### src/rtl/text_line_streamer_pkg.sv
// Shared types and constants for the text line streamer.
// Holds the FSM state encoding and the glyph/font geometry used by the
// streamer top level and its glyph shift register.
package text_pkg;

    typedef enum logic [2:0] {
        IDLE  = 3'd0,
        FETCH = 3'd1,
        WAIT  = 3'd2,
        SHIFT = 3'd3,
        DONE  = 3'd4
    } state_t;

    localparam int GLYPH_W = 8;                 // pixels per glyph row
    localparam int GLYPH_H = 16;                // rows per glyph
    localparam int BIT_W   = $clog2(GLYPH_W);   // width of the in-glyph bit index
    localparam int ASCII_W = 7;                 // string ROM data width
    localparam int ROW_W   = $clog2(GLYPH_H);   // glyph row select width
    localparam int FONT_AW = ASCII_W + ROW_W;   // font ROM address {code, row}

    localparam logic [ASCII_W-1:0] BLANK_CODE = 7'h00;

endpackage

### src/rtl/text_line_streamer_if.sv
// Pixel stream interface between the text line streamer and the overlay
// line buffer.
//   pix_valid : pixel available (producer)
//   pix_ready : consumer takes the pixel when pix_valid && pix_ready
//   pix_on    : pixel bit, 1 = foreground (producer)
//   pix_col   : pixel column within the line (producer)
// Modports: master = producer (streamer), slave = consumer (line buffer).
interface text_line_streamer_if #(
    parameter int COL_W = 7
);
    logic             pix_valid;
    logic             pix_ready;
    logic             pix_on;
    logic [COL_W-1:0] pix_col;

    modport master (
        output pix_valid,
        output pix_on,
        output pix_col,
        input  pix_ready
    );

    modport slave (
        input  pix_valid,
        input  pix_on,
        input  pix_col,
        output pix_ready
    );
endinterface

### src/rtl/text_line_streamer_glyph_shifter.sv
// Glyph row shift register for the text line streamer.
// Loads one 8-bit glyph row (or an empty row for the blank code) and shifts
// it out MSB-first, one bit per accepted pixel, tracking the bit index.
// Ports:
//   clk, reset : clock and synchronous active-high reset
//   load       : capture load_data (or zeros when blank) and clear bit_idx
//   blank      : current character is the blank code, force an empty row
//   load_data  : glyph row from the font ROM
//   advance    : pixel handshake, shift left and step bit_idx
//   msb        : current pixel bit
//   bit_idx    : index of the current pixel inside the glyph
//   last       : current pixel is the final one of the glyph
module glyph_shifter
    import text_pkg::*;
(
    input  logic               clk,
    input  logic               reset,
    input  logic               load,
    input  logic               blank,
    input  logic [GLYPH_W-1:0] load_data,
    input  logic               advance,
    output logic               msb,
    output logic [BIT_W-1:0]   bit_idx,
    output logic               last
);

    logic [GLYPH_W-1:0] shift_r;
    logic [BIT_W-1:0]   bit_idx_r;

    // Shift register and bit index; load wins over advance.
    always_ff @(posedge clk) begin
        if (reset) begin
            shift_r   <= '0;
            bit_idx_r <= '0;
        end else if (load) begin
            shift_r   <= blank ? '0 : load_data;
            bit_idx_r <= '0;
        end else if (advance) begin
            shift_r   <= {shift_r[GLYPH_W-2:0], 1'b0};
            bit_idx_r <= bit_idx_r + BIT_W'(1);
        end
    end

    assign msb     = shift_r[GLYPH_W-1];
    assign bit_idx = bit_idx_r;
    assign last    = (bit_idx_r == BIT_W'(GLYPH_W - 1));

endmodule

### src/rtl/text_line_streamer.sv
// Text line streamer: on start, walks the string ROM over all characters,
// fetches each character's glyph row from the (registered) font ROM and
// streams the row bits MSB-first as pixels on a valid/ready handshake.
// Ports:
//   Clk, Reset : clock and synchronous active-high reset
//   start, row : request one glyph row of the whole string; row latched on accept
//   busy, done : line in flight / one-cycle completion pulse
//   str_addr   : string ROM address (current character index)
//   str_data   : ASCII code from the combinational string ROM
//   font_addr  : {str_data, latched row} to the font ROM
//   font_data  : font ROM row bits, valid one cycle after font_addr
//   pix        : pixel stream (master side)
// COL_W must cover NUM_CHARS*GLYPH_W columns.
module text_line_streamer
    import text_pkg::*;
#(
    parameter int NUM_CHARS = 12,
    parameter int STR_AW    = 4,
    parameter int COL_W     = 7
)(
    input  logic                Clk,
    input  logic                Reset,
    input  logic                start,
    input  logic [ROW_W-1:0]    row,
    output logic                busy,
    output logic                done,
    output logic [STR_AW-1:0]   str_addr,
    input  logic [ASCII_W-1:0]  str_data,
    output logic [FONT_AW-1:0]  font_addr,
    input  logic [GLYPH_W-1:0]  font_data,
    text_line_streamer_if.master pix
);

    state_t              state_r;
    state_t              next_state_s;
    logic [STR_AW-1:0]   char_idx_r;
    logic [ROW_W-1:0]    row_r;

    logic                hs_s;
    logic                load_s;
    logic                blank_s;
    logic                last_bit_s;
    logic                last_char_s;
    logic                shift_msb_s;
    logic [BIT_W-1:0]    bit_idx_s;

    // pix_valid is a pure state decode, so pix_ready only qualifies the advance.
    assign hs_s        = (state_r == SHIFT) && pix.pix_ready;
    assign load_s      = (state_r == WAIT);
    assign blank_s     = (str_data == BLANK_CODE);
    assign last_char_s = (char_idx_r == STR_AW'(NUM_CHARS - 1));
    assign font_addr   = {str_data, row_r};

    glyph_shifter u_glyph_shifter (
        .clk       (Clk),
        .reset     (Reset),
        .load      (load_s),
        .blank     (blank_s),
        .load_data (font_data),
        .advance   (hs_s),
        .msb       (shift_msb_s),
        .bit_idx   (bit_idx_s),
        .last      (last_bit_s)
    );

    // FSM state register.
    always_ff @(posedge Clk) begin
        if (Reset) begin
            state_r <= IDLE;
        end else begin
            state_r <= next_state_s;
        end
    end

    // FSM next-state logic; start outside IDLE is simply not looked at.
    always_comb begin
        next_state_s = state_r;
        case (state_r)
            IDLE: begin
                if (start) begin
                    next_state_s = FETCH;
                end else begin
                    next_state_s = IDLE;
                end
            end
            FETCH: next_state_s = WAIT;
            WAIT:  next_state_s = SHIFT;
            SHIFT: begin
                if (hs_s && last_bit_s) begin
                    if (last_char_s) begin
                        next_state_s = DONE;
                    end else begin
                        next_state_s = FETCH;
                    end
                end else begin
                    next_state_s = SHIFT;
                end
            end
            DONE:    next_state_s = IDLE;
            default: next_state_s = IDLE;
        endcase
    end

    // Character index and latched glyph row.
    always_ff @(posedge Clk) begin
        if (Reset) begin
            char_idx_r <= '0;
            row_r      <= '0;
        end else if ((state_r == IDLE) && start) begin
            char_idx_r <= '0;
            row_r      <= row;
        end else if (hs_s && last_bit_s && !last_char_s) begin
            char_idx_r <= char_idx_r + STR_AW'(1);
        end
    end

    // FSM output decode; everything is zero unless the state drives it.
    always_comb begin
        busy          = 1'b0;
        done          = 1'b0;
        str_addr      = '0;
        pix.pix_valid = 1'b0;
        pix.pix_on    = 1'b0;
        pix.pix_col   = '0;
        case (state_r)
            IDLE: begin
                str_addr = '0;
            end
            FETCH, WAIT: begin
                busy     = 1'b1;
                str_addr = char_idx_r;
            end
            SHIFT: begin
                busy          = 1'b1;
                str_addr      = char_idx_r;
                pix.pix_valid = 1'b1;
                pix.pix_on    = shift_msb_s;
                pix.pix_col   = COL_W'(char_idx_r) * COL_W'(GLYPH_W) + COL_W'(bit_idx_s);
            end
            DONE: begin
                done     = 1'b1;
                str_addr = char_idx_r;
            end
            default: begin
                busy = 1'b0;
            end
        endcase
    end

endmodule

### src/flat_wrapper.sv
// flat-port wrapper written by rule: the top's interface ports become plain ports
module text_line_streamer_flat import text_pkg::*;
#(
    parameter int NUM_CHARS = 12,
    parameter int STR_AW    = 4,
    parameter int COL_W     = 7
)
  (Clk, Reset, start, row, busy, done, str_addr, str_data, font_addr, font_data, pix_pix_valid, pix_pix_on, pix_pix_col, pix_pix_ready);
  text_line_streamer_if #(.COL_W(COL_W)) pix_i ();
  input  logic Clk;
  input  logic Reset;
  input  logic start;
  input  logic [ROW_W-1:0] row;
  output logic busy;
  output logic done;
  output logic [STR_AW-1:0] str_addr;
  input  logic [ASCII_W-1:0] str_data;
  output logic [FONT_AW-1:0] font_addr;
  input  logic [GLYPH_W-1:0] font_data;
  output wire logic [$bits(pix_i.pix_valid)-1:0] pix_pix_valid;
  output wire logic [$bits(pix_i.pix_on)-1:0] pix_pix_on;
  output wire logic [$bits(pix_i.pix_col)-1:0] pix_pix_col;
  input wire logic [$bits(pix_i.pix_ready)-1:0] pix_pix_ready;
  assign pix_pix_valid = pix_i.pix_valid;
  assign pix_pix_on = pix_i.pix_on;
  assign pix_pix_col = pix_i.pix_col;
  assign pix_i.pix_ready = pix_pix_ready;
  text_line_streamer #(.NUM_CHARS(NUM_CHARS), .STR_AW(STR_AW), .COL_W(COL_W)) u_core (.Clk(Clk), .Reset(Reset), .start(start), .row(row), .busy(busy), .done(done), .str_addr(str_addr), .str_data(str_data), .font_addr(font_addr), .font_data(font_data), .pix(pix_i));
endmodule
### config.mk
export PLATFORM = sky130hd
export DESIGN_NAME = text_line_streamer_flat
export DESIGN_NICKNAME = d
export VERILOG_FILES = /design/src/rtl/text_line_streamer_pkg.sv /design/src/rtl/text_line_streamer_if.sv /design/src/rtl/text_line_streamer_glyph_shifter.sv /design/src/rtl/text_line_streamer.sv /design/src/flat_wrapper.sv
export SDC_FILE = /design/constraint.sdc
export NUM_CORES = 1
export LEC_CHECK = 0
export BUFFER_PORTS_ARGS = -buffer_cell sky130_fd_sc_hd__buf_4
export CAP_MARGIN = 25
export CORE_MARGIN = 1.5
export CORE_UTILIZATION = 48
export CTS_CLUSTER_SIZE = 12
export DETAILED_ROUTE_END_ITERATION = 10
export PLACE_DENSITY = 0.78
export SETUP_SLACK_MARGIN = 0.3
export SYNTH_ARGS = -nofsm -noshare
export SYNTH_HDL_FRONTEND = slang
export SYNTH_HIERARCHICAL = 1
export SYNTH_SLANG_ARGS = --single-unit
### constraint.sdc
create_clock -name Clk -period 1.8 [get_ports Clk]
set_input_delay 0.36 -clock Clk [delete_from_list [all_inputs] [get_ports Clk]]
set_output_delay 0.36 -clock Clk [all_outputs]
set_load 0.005 [all_outputs]
* After elaboration in Yosys (flattened, before gate mapping)
Index checks and enable logic that the tools add are counted.
W data, S select, Z words.
** Word-level totals
- Register bits :: 22
- Output and inout port bits :: 26
- Logic and storage cells :: 39
** Cells by class
- Add/sub/neg operators :: 3
- Equal/unequal tests :: 6
- Muxes and demuxes :: 13
- Reduce and logical (&&, ||, !) cells :: 12
** Operator list (count)
- $mux W8 :: 3
- $pmux W3 S4 :: 1
- $add A7 B3 Y7 :: 1
- $logic_not A7 Y1 :: 1
- $mux W7 :: 1
- $eq A3 B2 Y1 const B :: 2
- $eq A3 B3 Y1 const B :: 2
- $mux W3 :: 2
- $mux W1 :: 5
- $add A4 B1 Y4 const B :: 1
- $eq A4 B4 Y1 const B :: 1
- $logic_and A1 B1 Y1 :: 4
- $mux W4 :: 1
- $reduce_or A2 Y1 :: 2
- $reduce_or A4 Y1 :: 1
- $add A3 B1 Y3 const B :: 1
- $eq A3 B1 Y1 const B :: 1
- $logic_not A3 Y1 :: 1
- $reduce_or A3 Y1 :: 1
- $reduce_bool A2 Y1 :: 1
- $logic_not A1 Y1 :: 1

* Longest topological paths before layout
Gate-level depths: netlist of run 1.
- Word-level depth :: 5
- Mapped depth :: 7
- Gate-level depth less buffers :: 5

* By module
The synthesis of run 1 kept the hierarchy.
** By module, submodules not included
- text_line_streamer :: times used 1, cells each 75, area each 693.2 µm², seq. area each 220.2 µm²
- glyph_shifter :: times used 1, cells each 55, area each 606.8 µm², seq. area each 220.2 µm²

* Worst setup path before layout of run 1
No wires, ideal clock.
- Kind :: reg-to-reg
- Start point :: register u_core.state_r[2]
- End point :: register u_core.u_glyph_shifter.shift_r[6]
- Library setup time :: 0.125 ns
- Data arrival time :: 1.543 ns
- Slack :: 0.132 ns
- Stages on the path, launching flop included :: 7
- Clock period less this slack :: 1.668 ns
- Cell sequence :: dfxtp_1 and3b_2 clkbuf_1 and2_1 and2b_2 a211oi_2 a211oi_2
** On the way
- Longest elaborated chain between the ends :: 3
- Elaborated cells between the ends (all ways) :: 5
** Ends and longest elaborated chain
- start: declaration :: RTL line text_line_streamer.sv:34 : state_t state_r;
- start signal: assignment :: RTL line text_line_streamer.sv:71 : state_r <= next_state_s;
- $eq A3 B2 Y1 :: RTL line text_line_streamer.sv:48 : assign hs_s = (state_r == SHIFT) && pix.pix_ready;
- $logic_and A1 B1 Y1 :: RTL line text_line_streamer.sv:48
- net u_core.hs_s :: RTL line text_line_streamer.sv:39 : logic hs_s;
- $reduce_bool A2 Y1 (no line)
- end signal: assignment :: RTL line text_line_streamer_glyph_shifter.sv:36 : shift_r <= blank ? '0 : load_data;
- end signal: assignment :: RTL line text_line_streamer_glyph_shifter.sv:39 : shift_r <= {shift_r[GLYPH_W-2:0], 1'b0};
- end: declaration :: RTL line text_line_streamer_glyph_shifter.sv:27 : logic [GLYPH_W-1:0] shift_r;
The timed path passes the listed nets, and every way through them passes these cells.
A chain may end at the register's enable or synchronous reset.

* Worst setup path after layout of run 1
- Start point :: register u_core.state_r[0]
- End point :: output pix_pix_col[4]
** On the way
- Longest elaborated chain between the ends :: 2
** Ends and longest elaborated chain
- $eq A3 B2 Y1 :: RTL line text_line_streamer.sv:125 : case (state_r)
- $mux W7 :: RTL line text_line_streamer.sv:125
- end: declaration :: RTL line flat_wrapper.sv:22 : output wire logic [$bits(pix_i.pix_col)-1:0] pix_pix_col;
No other way between the ends.

==> results.sh, run 1 <==
export IMPL_grt_overflow_total=0
export IMPL_ff2ff_setup_slack_ns=0.30
export IMPL_viasPerCell=5.51
export IMPL_p_leak_uw=0.000841
export IMPL_first_pass_iters=4
export IMPL_p_clk_share_pct=26.7
export IMPL_end_kind="output pin"
export IMPL_grt_pass1_wl_um=4620
export IMPL_nFillCells=198
export IMPL_fin_crit_sh_pct=94.4
export IMPL_clkSinkCount=22
export IMPL_clkLatencyLatePin_ns=0.31
export IMPL_r2r_start="u_core/state_r[2]"
export IMPL_setup_viol=0
export IMPL_synthCells=130
export IMPL_synth_area_leaders="dfxtp_1 (34%), a211oi_2 (12%), mux2i_1 (7.7%)"
export IMPL_antenna_found_initial=0
export IMPL_grt_max_degree=26
export IMPL_drc_errors=0
export IMPL_critPathMaxStageDelay_ns=0.38
export IMPL_core_area_mm2=0.00252
export IMPL_hold_depth=3
export IMPL_cts_tree="yes"
export IMPL_syn_area_mm2=0.00130
export IMPL_nets=206
export IMPL_max_slew_margin_rel_pct=80.6
export IMPL_outcome="complete, no violations"
export IMPL_grt_total_usage_pct=21.5
export IMPL_combinationalPowerShare_pct=22.8
export IMPL_ys_types=34
export IMPL_synth_area_leader_cell="dfxtp_1"
export IMPL_numPortBuffers=48
export IMPL_die_y_um=55.0
export IMPL_clock_skew_ns=0.00633
export IMPL_ios=49
export IMPL_clk_pin_slew_ns=0.12
export IMPL_worstHoldPathType="in -> reg"
export IMPL_r2r_end="u_core/char_idx_r[0]"
export IMPL_wl_per_cell_um=14.0
export IMPL_drtAntennaViolNets=0
export IMPL_crit_top_cell="buf_6"
export IMPL_cts_root_buf="clkbuf_4"
export IMPL_min_from="row[1]"
export IMPL_sw_frac_of_total_pct=26.7
export IMPL_totalWireLength_um=2920
export IMPL_clockBufferDepth=2
export IMPL_yosys_register_bits=22
export IMPL_maxCapViolCount=0
export IMPL_hold_violations=0
export IMPL_pwr_share_seq_pct=50.4
export IMPL_hpwl_um=1910
export IMPL_rows=18
export IMPL_area_growth_syn_to_layout_pct=41.3
export IMPL_tightest_slew_ns=0.292
export IMPL_diodes=0
export IMPL_first_iter_violations=12
export IMPL_cell_internal_pwr_uw=772
export IMPL_min_period_ns=1.70
export IMPL_grt_pass1_vias=1090
export IMPL_powerDensity_mw_per_mm2=573
export IMPL_cts_buffers=3
export IMPL_rsz0062_at_grt="true"
export IMPL_path_class="reg -> out"
export IMPL_final_setup_tns_ns=0
export IMPL_slew_viol_final=0
export IMPL_crit_family="simple AND/OR/NAND/NOR gates"
export IMPL_critical_path_startpoint_type="flip-flop"
export IMPL_critical_path_n_buffers_inverters=2
export IMPL_ctsHoldBuffers=0
export IMPL_hold_end="u_core/row_r[1]"
export IMPL_fin_util_pct=72.8
export IMPL_switching_power_uw=281
export IMPL_yosysWarnings=6
export IMPL_cp_required_ns=1.44
export IMPL_ys_seq_area_share_pct=33.9
export IMPL_die_w_um=55.0
export IMPL_slowest_stage="dfxtp_4"
export IMPL_h_tree_depth=1
export IMPL_synth_fp_nets=156
export IMPL_path_cells="and3b_2 > buf_6 > and2_4 > buf_6"
export IMPL_worst_ep_arrival_time_ns=1.34
export IMPL_yosysTopAreaCellShare_pct=33.9
export IMPL_place_congestion=0.688
export IMPL_ir_worst_vdd_uv=409
export IMPL_reg2regPathDepth=4
export IMPL_via_count=1152
export IMPL_crit_fanout=7
export IMPL_start_util_pct=51.5
export IMPL_fmax_ghz=0.589
export IMPL_die_area_mm2=0.00303
export IMPL_syn_area_per_cell_um2=10.0
export IMPL_drive_gt1_share_pct=58.1
==> flip-flops by register name (all words and copies together) (netlist names) <==
register                        flops
u_core/state_r                      3
u_core/u_glyph_shifter/shift_r      8
u_core/char_idx_r                   4
u_core/u_glyph_shifter/bit_idx      3
u_core/row_r                        4
==> worst register-to-register path: cells and delay by family (launching register included) <==
family,cells,cell delay [ns]
and+or+nand+nor,2,0.81
DFF,1,0.36
buffers and inverters,1,0.16
muxes,1,0.06
==> kinds of logic (layout without fill, tap and decap cells) <==
logic type	Yosys count	after routing	share of synthesized area [%]
simple gates	62	62	31.9
flops	22	22	33.9
compound gates	16	16	14.1
buf+inv	15	64	8.28
mux	10	10	7.70
fa+ha+maj	3	3	2.89
xor+xnor	2	2	1.35
==> cell usage after synthesis (all sizes together) <==
master / number
nand4: 1
nor4: 1
inv: 1
or4b: 2
nand2: 7
a211oi: 14
nand3b: 6
and2: 14
nor3: 4
or4: 1
clkbuf: 1
nand3: 1
mux2i: 10
nor3b: 2
ha: 3
nor2b: 2
dfxtp: 22
and4: 2
and2b: 6
nor2: 8
or3b: 2
and3b: 2
xnor2: 2
o221a: 1
buf: 13
and3: 1
a31oi: 1
==> cell usage in the layout, fill, tap and decap left out, types with 2 or more instances in the layout <==
cell type,count
nand2_1,7
nor2_1,7
a211oi_1,2
dfxtp_1,19
dfxtp_4,3
or3b_1,2
buf_6,13
ha_1,3
and4_1,2
buf_4,46
nor3_2,3
nand3b_1,6
and2_4,11
mux2i_1,10
and2_1,3
nor2b_1,2
clkbuf_4,3
and2b_2,6
a211oi_2,12
==> layer usage <==
layer,global-route usage (%),vias up,share of wire [%]
met2,40.1,46,50
met1,23.3,544,41
met5,0,-,0
li1,-,556,-
met3,4.30,6,7.6
met4,9.35,0,1.4
==> power groups by stage <==
stage / registers [µW] / clock network (µW) / logic (µW)
after floorplan: 537 / 0 / 146
after global placement: 539 / 0 / 206
after global routing: 534 / 302 / 262
after CTS: 530 / 288 / 232
after detailed placement: 542 / 0 / 212
final: 531 / 281 / 240
==> cell type report <==
| class | count | area, µm² | area share, % |
|---|---|---|---|
| inverters | 1 | 3.75 | 0.204 |
| multi-input cells | 93 | 816 | 44.4 |
| clock buffers | 4 | 36.3 | 1.98 |
| well taps | 30 | 37.5 | 2.04 |
| flip-flops and latches | 22 | 452 | 24.6 |
| repair buffers | 59 | 492 | 26.8 |
==> metrics by stage <==
step,worst slack (ns),cells,instance area [µm²],total power [µW],hold WS [ns]
after floorplan,0.298,130,1310,683,0.425
after global placement,0.121,196,1620,745,0.480
after detailed placement,0.0796,196,1620,754,0.492
after CTS,0.100,209,1800,1050,0.266
after global routing,0.0570,209,1840,1100,0.258
final,0.101,209,1840,1050,0.271
==> how the worst max path moves through the flow <==
stage | end | from | slack, ns | cells past startpoint
floorplan | u_core/u_glyph_shifter/shift_r[0] | str_data[2] | 0.30 | 5
global placement | u_core/u_glyph_shifter/shift_r[0] | str_data[2] | 0.12 | 6
detailed placement | u_core/u_glyph_shifter/shift_r[0] | str_data[2] | 0.08 | 6
CTS | pix_pix_col[6] | u_core/state_r[0] | 0.10 | 4
global route | pix_pix_col[4] | u_core/state_r[0] | 0.06 | 4
finish | pix_pix_col[4] | u_core/state_r[0] | 0.10 | 4
==> timing repair <==
action / 4_1_cts / 5_1_grt
pin swaps: 4 / 5
buffers inserted: 8 / 0
gates resized for setup: 26 / 8
endpoints found under the hold margin: 0 / 0
gates cloned: 1 / 0
setup endpoints to repair: 20 / 26
Power figures use the tool's default switching activity.
==> run 2, diff against run 1 <==
Settings changed: CORE_UTILIZATION 48 to 23, PLACE_DENSITY 0.78 to not set.
==> run 2 against run 1 <==
Against the previous run:
- total power up 10%
- cell area up 10%
- core utilization down 36 points
- clock skew down 0.0052 ns
- sequential power about the same
- flip-flop and latch count unchanged
- setup slack better by 0.084 ns
- fmax up 5.2%
- die area up 100%
- global-route usage down 11 points
==> results.sh, run 2 (synthesis results as in run 1) <==
export IMPL_outcome="complete, no violations"
export IMPL_fin_crit_sh_pct=89.7
export IMPL_grt_pass1_wl_um=5190
export IMPL_fin_util_pct=37.0
export IMPL_place_congestion=0.706
export IMPL_crit_fanout=5
export IMPL_place_ws_ns=0.0880
export IMPL_ff2ff_setup_slack_ns=0.27
export IMPL_slowest_stage="dfxtp_4"
export IMPL_placed_cells=238
export IMPL_final_cells=263
export IMPL_largest_register="u_core/u_glyph_shifter/shift_r"
export IMPL_clk_pin_slew_ns=0.08
export IMPL_switching_power_uw=301
export IMPL_drive_gt1_share_pct=63.4
export IMPL_nFillCells=557
export IMPL_path_cells="and3b_2 > buf_6 > and2_4 > buf_6"
export IMPL_r2r_start="u_core/state_r[2]"
export IMPL_clock_skew_ns=0.00116
export IMPL_critPathMaxStageDelay_ns=0.35
export IMPL_crit_start="u_core/state_r[2]"
export IMPL_min_period_ns=1.61
export IMPL_largest_reg_flops=8
export IMPL_viasPerCell=4.35
export IMPL_tightest_slew_ns=0.304
export IMPL_clkSinkCount=22
export IMPL_fmax_ghz=0.619
export IMPL_p_leak_uw=0.000914
export IMPL_maxCapViolCount=0
export IMPL_cts_tree="yes"
export IMPL_grt_pass1_vias=1080
export IMPL_clockBufferDepth=2
export IMPL_worst_slack_ns=0.185
export IMPL_hpwl_um=2000
export IMPL_slew_viol_final=0
export IMPL_crit_top_cell="buf_6"
export IMPL_numPortBuffers=48
export IMPL_core_area_mm2=0.00547
export IMPL_powerDensity_mw_per_mm2=574
export IMPL_first_iter_violations=49
export IMPL_path_class="reg -> out"
export IMPL_grt_total_usage_pct=10.9
export IMPL_antenna_found_initial=0
export IMPL_ir_worst_vdd_uv=294
export IMPL_diodes=0
export IMPL_die_area_mm2=0.00611
export IMPL_largest_registers="u_core/u_glyph_shifter/shift_r (8), u_core/char_idx_r (4), u_core/row_r (4)"
export IMPL_worst_ep_arrival_time_ns=1.25
export IMPL_end_kind="output pin"
export IMPL_wl_per_cell_um=12.5
export IMPL_endpoint="pix_pix_on"
export IMPL_area_growth_syn_to_layout_pct=55.6
export IMPL_drtAntennaViolNets=0
export IMPL_start_util_pct=23.8
export IMPL_die_y_um=78.2
export IMPL_final_setup_tns_ns=0
export IMPL_r2r_end="u_core/u_glyph_shifter/shift_r[7]"
export IMPL_final_cell_mix="buf_4 (56), dfxtp_1 (19), a211oi_2 (14), buf_6 (13), and2_4 (12)"
export IMPL_reg2regPathDepth=6
export IMPL_rsz0062_at_grt="true"
export IMPL_drc_errors=0
export IMPL_setup_viol=0
export IMPL_cts_root_buf="clkbuf_8"
export IMPL_totalWireLength_um=3290
export IMPL_max_slew_margin_rel_pct=79.8
export IMPL_p_clk_share_pct=31.3
export IMPL_clkLatencyLatePin_ns=0.26
export IMPL_first_pass_iters=4
export IMPL_hold_violations=0
export IMPL_die_w_um=78.2
export IMPL_sw_frac_of_total_pct=25.9
export IMPL_ios=49
export IMPL_cell_internal_pwr_uw=861
export IMPL_combinationalPowerShare_pct=23.1
export IMPL_pwr_share_seq_pct=45.6
export IMPL_holdWs_ns=0.323
export IMPL_grt_overflow_total=0
export IMPL_layout_commonest_cell="buf_4"
export IMPL_nets=218
export IMPL_rows=27
export IMPL_via_count=1145
export IMPL_cp_required_ns=1.44
export IMPL_cts_buffers=3
export IMPL_worstHoldPathType="in -> reg"
export IMPL_h_tree_depth=1
export IMPL_critical_path_startpoint_type="flip-flop"
export IMPL_grt_max_degree=26
[run 2: cell types whose count changed in the layout (fill, tap and decap cells not counted), moves of 2 or more]
| cell | delta |
|---|---|
| a211oi_1 | -2 |
| a211oi_2 | +2 |
| buf_4 | +10 |
| clkbuf_4 | -3 |
| clkbuf_8 | +3 |
[run 2: final cells by class]
type                            count  area, µm²  share of cell area (%)
Tap cell                           72       90.1                    4.45
Sequential cell                    22        449                    22.2
Multi-Input combinational cell     95        858                    42.4
Timing Repair Buffer               69        567                    28.0
Clock buffer                        4       55.1                    2.72
Inverter                            1       3.75                   0.186
[run 2: per-stage QoR]
step	instance area, µm²	power (µW)
6_report	2020	1160
5_1_grt	2020	1210
4_1_cts	1940	1160
3_5_place_dp	1670	755
3_3_place_gp	1670	754
2_1_floorplan	1310	683
[run 2: worst min path at each step]
stage | cells after the start | from | end | slack [ns]
2_1_floorplan | 1 | Reset | u_core/u_glyph_shifter/shift_r[4] | 0.42
4_1_cts | 3 | row[2] | u_core/row_r[2] | 0.32
3_3_place_gp | 2 | u_core/row_r[3] | u_core/row_r[3] | 0.49
3_5_place_dp | 2 | u_core/row_r[1] | u_core/row_r[1] | 0.50
6_report | 3 | row[1] | u_core/row_r[1] | 0.32
5_1_grt | 3 | row[2] | u_core/row_r[2] | 0.32
[run 2: worst max-delay path, delay by kind of cell (launching register included)]
kind	cells	cell delay (ns)
buffers and inverters	2	0.22
DFF	1	0.35
and+or+nand+nor	2	0.41
[run 2: metal layers]
metal	global-route usage (%)	part of all wire (%)	vias up
met3	2.33	4.1	5
met2	17.9	48	26
li1	-	-	586
met1	13.7	47	528
met5	0	0	-
met4	4.82	1.7	0
[run 2: what timing repair did]
| action | CTS | global route |
|---|---|---|
| hold buffers | 0 | 0 |
| cloned | 2 | 1 |
| setup buffers | 14 | 4 |
| pin swaps | 3 | 4 |
| endpoints found under the setup margin | 20 | 30 |
| gates resized for setup | 29 | 10 |
[run 2: power by group through the flow]
stage | registers [µW] | clock network [µW] | logic, µW
6_report | 530 | 364 | 269
5_1_grt | 533 | 388 | 293
4_1_cts | 529 | 371 | 255
3_5_place_dp | 541 | 0 | 214
3_3_place_gp | 540 | 0 | 213
2_1_floorplan | 537 | 0 | 146
